## config.mk

```make
export PLATFORM = sky130hd
export DESIGN_NAME = l1_stream
export DESIGN_NICKNAME = d
export VERILOG_FILES = /design/src/rtl/l1_stream.sv
export SDC_FILE = /design/constraint.sdc
export NUM_CORES = 1
export LEC_CHECK = 0
export CAP_MARGIN = 20
export CORE_UTILIZATION = 45
export CTS_CLUSTER_SIZE = 24
export DETAILED_ROUTE_END_ITERATION = 12
export PLACE_DENSITY_LB_ADDON = 0.08
export SLEW_MARGIN = 20
export SYNTH_ARGS = -nofsm -noshare
export SYNTH_HDL_FRONTEND = slang
export SYNTH_SLANG_ARGS = --single-unit
```

## constraint.sdc

```tcl
create_clock -name clk -period 4.8 [get_ports clk]
set_input_delay 0.48 -clock clk [delete_from_list [all_inputs] [get_ports clk]]
set_output_delay 0.48 -clock clk [all_outputs]
set_load 0.02 [all_outputs]
```

## src/rtl/l1_stream.sv

```systemverilog
// ---------------------------------------------------------------------------
// l1_stream
//   Reads the 32x32 max-pooled result (1024 signed Q4.16 words) from memory in
//   raster order. Each word goes through a 4-entry FIFO to a valid/ready
//   output stream. A running sum and the running maximum (with its index) are
//   computed over the handshaken words.
//
// Ports
//   clk        rising-edge clock
//   reset      synchronous, active-high reset
//   start      one-cycle pulse that begins a readout (honoured only in IDLE)
//   busy       high from the start-accept edge until the done edge
//   done       one-cycle pulse after the final output handshake
//   crd        registered memory read enable
//   caddr_rd   registered memory read address (bits [11:10] always 0)
//   cdata_rd   read data for the word addressed in the current crd cycle
//   csel       memory select: 3'b011 while busy, 3'b000 otherwise
//   out_valid  FIFO not empty
//   out_ready  downstream ready; a transfer occurs when valid and ready are both 1
//   out_data   FIFO head value
//   out_idx    FIFO head raster index
//   out_last   high with out_valid when out_idx is 1023
//   max_val    running signed maximum
//   max_idx    raster index of max_val
//   sum        running signed sum (30 bits, wraps)
// ---------------------------------------------------------------------------
module l1_stream (
    input  logic        clk,
    input  logic        reset,
    input  logic        start,
    output logic        busy,
    output logic        done,
    output logic        crd,
    output logic [11:0] caddr_rd,
    input  logic [19:0] cdata_rd,
    output logic [2:0]  csel,
    output logic        out_valid,
    input  logic        out_ready,
    output logic [19:0] out_data,
    output logic [9:0]  out_idx,
    output logic        out_last,
    output logic [19:0] max_val,
    output logic [9:0]  max_idx,
    output logic [29:0] sum
);

    localparam logic [1:0] S_IDLE  = 2'd0;
    localparam logic [1:0] S_RUN   = 2'd1;
    localparam logic [1:0] S_DRAIN = 2'd2;
    localparam logic [1:0] S_FIN   = 2'd3;

    localparam logic [9:0] LAST_IDX = 10'd1023;

    logic [1:0]  state;

    // Output FIFO: value and raster index of each word that has been read.
    logic [19:0] fifo_data [0:3];
    logic [9:0]  fifo_idx  [0:3];
    logic [1:0]  wr_ptr;
    logic [1:0]  rd_ptr;
    logic [2:0]  count;

    // Set by an accepted start so the first handshake loads max_val/max_idx.
    logic        first;

    logic        push;
    logic        pop;
    logic        last_read;
    logic [2:0]  occ_next;
    logic [19:0] head_data;
    logic [9:0]  head_idx;

    // A read issued in this cycle lands in the FIFO at the edge that ends it.
    assign push      = crd;
    assign pop       = out_valid && out_ready;
    assign last_read = crd && (caddr_rd[9:0] == LAST_IDX);
    assign occ_next  = count + {2'b00, push} - {2'b00, pop};

    assign head_data = fifo_data[rd_ptr];
    assign head_idx  = fifo_idx[rd_ptr];

    assign busy      = (state != S_IDLE);
    assign done      = (state == S_FIN);
    assign csel      = busy ? 3'b011 : 3'b000;

    assign out_valid = (count != 3'd0);
    // The FIFO storage is not reset, so the head is masked while the FIFO is
    // empty. This keeps the outputs at zero out of reset.
    assign out_data  = out_valid ? head_data : 20'd0;
    assign out_idx   = out_valid ? head_idx  : 10'd0;
    assign out_last  = out_valid && (head_idx == LAST_IDX);

    // NOTE: FIFO storage has no reset. Only the pointers and count need a known
    // value, and leaving the data array unreset keeps it a plain register file.
    always_ff @(posedge clk) begin
        if (push) begin
            fifo_data[wr_ptr] <= cdata_rd;
            fifo_idx[wr_ptr]  <= caddr_rd[9:0];
        end
    end

    // NOTE: sequential state uses non-blocking assignments only. Every flop
    // then samples values from before the edge, and the order of statements
    // below does not affect the result.
    always_ff @(posedge clk) begin
        if (reset) begin
            state    <= S_IDLE;
            crd      <= 1'b0;
            caddr_rd <= 12'd0;
            wr_ptr   <= 2'd0;
            rd_ptr   <= 2'd0;
            count    <= 3'd0;
            first    <= 1'b0;
            sum      <= 30'd0;
            max_val  <= 20'd0;
            max_idx  <= 10'd0;
        end else if (state == S_IDLE && start) begin
            state    <= S_RUN;
            crd      <= 1'b1;
            caddr_rd <= 12'd0;
            wr_ptr   <= 2'd0;
            rd_ptr   <= 2'd0;
            count    <= 3'd0;
            first    <= 1'b1;
            sum      <= 30'd0;
            max_val  <= 20'd0;
            max_idx  <= 10'd0;
        end else begin
            // FIFO bookkeeping
            if (push) wr_ptr <= wr_ptr + 2'd1;
            if (pop)  rd_ptr <= rd_ptr + 2'd1;
            count <= occ_next;

            // Statistics over the handshaken words
            if (pop) begin
                sum <= sum + {{10{out_data[19]}}, out_data};
                if (first || ($signed(out_data) > $signed(max_val))) begin
                    max_val <= out_data;
                    max_idx <= out_idx;
                end
                first <= 1'b0;
            end

            case (state)
                S_RUN: begin
                    if (last_read) begin
                        state <= S_DRAIN;
                        crd   <= 1'b0;
                    end else begin
                        // When crd is low, caddr_rd already holds the next
                        // address to issue. Another read is issued only if the
                        // FIFO holds at most 2 words after this edge, which
                        // leaves room for that read to land.
                        if (crd) caddr_rd <= caddr_rd + 12'd1;
                        crd <= (occ_next <= 3'd2);
                    end
                end
                S_DRAIN: begin
                    if (pop && out_last) state <= S_FIN;
                end
                S_FIN: begin
                    state <= S_IDLE;
                end
                default: begin
                    state <= S_IDLE;
                end
            endcase
        end
    end

endmodule

```

==> metrics <==
post-cts sizing count 0; largest net degree at the start of global routing 50; Skew-Pair Late Insertion Delay 0.53 ns; Seq/Total Area, Yosys 0.533; Nets 1037; number of synthesis warnings 0; hold depth 2; CP Capture Type register; WS Path Type register to register; Netlist cell types 70; cells on worst reg2reg path 13; CTS tree yes; gr ovfl total 0; area of the multi-input gates 4290 um^2; layout cells sized above 1 0.126; max-slew violations 0; WL per Instance 19.1 um; Leakage 4.35 nW; Worst Skew 0.0180 ns; dpl ws 0.531 ns; status complete, no violations; root buf cell clkbuf_16; final hold vios 0; antenna cells 0; critical path fanouts, max 23; clock-pin slew on the worst setup and hold paths 0.06 ns; number of synthesized flops with an enable pin 120; Hold Buf Count CTS 0; max-cap violations 0; Syn Std Cell Area 9940 um^2; setup ws final 0.585 ns; P per Cell Area 516 nW/um^2; Die H 151 um; # Post-CTS Setup Buffers 0; via count 6866; r2r setup slk 0.58 ns; Max Clk Rate 237 MHz; Reg-to-Reg End max_val[9]; hpwl dp 16600 um; die area 22700 um^2; Period minus WS final 4.22 ns; Max-slew headroom 0.286; DRT antenna net count 0; first-pass GRT wire length 37200 um; IO buf count 132; Final TNS setup 0 ns; peak supply drop 225 uV; initial antenna violation count 0; I/O pin cnt 134; RSZ-0062 raised after global routing false; Critical Path RT 5.20 ns; asr flop ratio synth 0; syn nets 910; Std-Cell Rows 54; DR pass1 iterations 5; Synth area leaders edfxtp_1, dfxtp_1, ha_1; Fillers 1808; number of remaining DRC errors 0; fin crit share 0.878; most common cell in the synthesized netlist edfxtp_1; Tot GR Track Use 0.214; area growth from synthesis to layout 23.5%; hold path endpoint max_idx[4]; Post-synth top cells edfxtp_1, dfxtp_1, nand2_1, ha_1, nand3_1; Hold Path Origin max_idx[4]; CTS Buf Count 24; top cell type's share of synthesized area 0.362; DR iter-0 viols 399; ys flop type edfxtp_1; final setup fails 0; post-DR vias/cell 5.50; drt total wl 23800 um; Initial Util 0.457; FF+latch count, synth 205; Max Root-Sink Buffers 3; Hold WC Path Type register to register; Die W 151 um; Reg area 5310 um^2; area leader, netlist edfxtp_1; syn avg cell area 12.1 um^2; core box area 21800 um^2; vias in the first global route 6764; CP Data Arrival Time 4.62 ns; GP Congestion 0.847; Sink Count 205; Cells after Synth 823; Least-Margin Pin Slew 1.07 ns; H-tree depth 1; CP startpoint kind register
## worst max-delay path by stage
| stage | startpoint | to | slack (ns) | depth (start not counted) |
|---|---|---|---|---|
| finish | register | max_val[9] | 0.58 | 13 |
| global route | register | max_idx[9] | 0.21 | 13 |
| CTS | register | max_val[17] | 0.50 | 13 |
| detailed placement | register | max_val[17] | 0.53 | 13 |
| global placement | register | sum[24] | 0.63 | 13 |
| floorplan | register | max_val[19] | 1.06 | 16 |
## through the flow
stage          utilization  instances  hold WS [ns]  cell area, um^2  total power, W
6_report             0.564       1248         0.466            12300         0.00634
5_1_grt              0.564       1248         0.480            12300         0.00668
4_1_cts              0.564       1248         0.465            12300         0.00640
3_5_place_dp         0.527       1204         0.457            11500         0.00457
3_3_place_gp         0.527       1204         0.447            11500         0.00453
2_1_floorplan            -        823         0.431             9940         0.00379
## state kept, by name (all words and copies together), names as in the netlist, 2 cells and up, named ones only
| register | cells |
|---|---|
| max_val | 20 |
| fifo_idx | 40 |
| sum | 30 |
| rd_ptr | 2 |
| max_idx | 10 |
| caddr_rd | 12 |
| count | 3 |
| fifo_data | 80 |
| state | 2 |
| wr_ptr | 2 |
## placed cells by master, fill, tap and decap left out, types with 4 or more instances in the layout
cell,Yosys,layout
clkbuf_8,0,4
buf_4,8,11
and2_1,41,41
nand3_1,53,53
a211oi_1,5,5
inv_1,33,33
clkinv_2,0,8
clkbuf_16,0,24
dfxtp_1,85,84
a21oi_1,48,47
and4_1,5,5
o21ai_1,8,8
ha_1,61,61
clkdlybuf4s50_1,0,132
mux2i_1,5,5
o21bai_1,5,5
mux4_2,29,29
or3_1,5,5
nor2_1,40,40
a21o_1,9,9
o31ai_2,19,19
o21a_1,4,4
xnor2_1,21,21
edfxtp_1,120,120
nand4_1,16,16
clkbuf_1,17,5
xor2_1,16,16
nand2_1,65,65
o21ai_0,27,27
## worst max-delay path, cell delays in order (launching register included)
cell	delay [ns]
dfxtp_2	0.73
buf_4	0.41
mux4_2	0.53
and2_1	0.23
ha_1	0.30
nand4_1	0.11
nor4_1	0.35
a21boi_1	0.24
nor4_1	0.08
mux2i_1	0.12
a211o_2	0.48
buf_4	0.29
nand3_1	0.13
o31ai_2	0.08
## kinds of logic (layout without fill, tap and decap cells)
family | count (synthesis) | after routing | synth area share
other | 1 | 1 | 0.000377
muxes | 35 | 35 | 0.0734
buffers and inverters | 76 | 221 | 0.0370
adders and majority gates | 63 | 63 | 0.0808
and+or+nand+nor | 246 | 246 | 0.125
AOI/OAI and AO/OA | 160 | 160 | 0.117
DFF | 205 | 205 | 0.533
xor gates and xnor gates | 37 | 37 | 0.0326
## per-layer routing
layer	track usage	wire, um
met1	0.290	10800
met2	0.362	11400
met3	0.0288	1070
met4	0.0530	520
met5	0	0
## power by group
part,internal (W),switching (W)
clock network,0.00110,0.000717
registers,0.00200,0.0000947
logic,0.000953,0.00147
## area by class of cell
| class | count | share of cell area |
|---|---|---|
| timing repair buffer | 143 | 0.114 |
| clock inverter | 11 | 0.0106 |
| inverter | 34 | 0.0104 |
| sequential | 205 | 0.432 |
| clock buffer | 33 | 0.0549 |
| multi-input combinational | 542 | 0.349 |
| tap | 280 | 0.0285 |
Power figures use the tool's default switching activity.
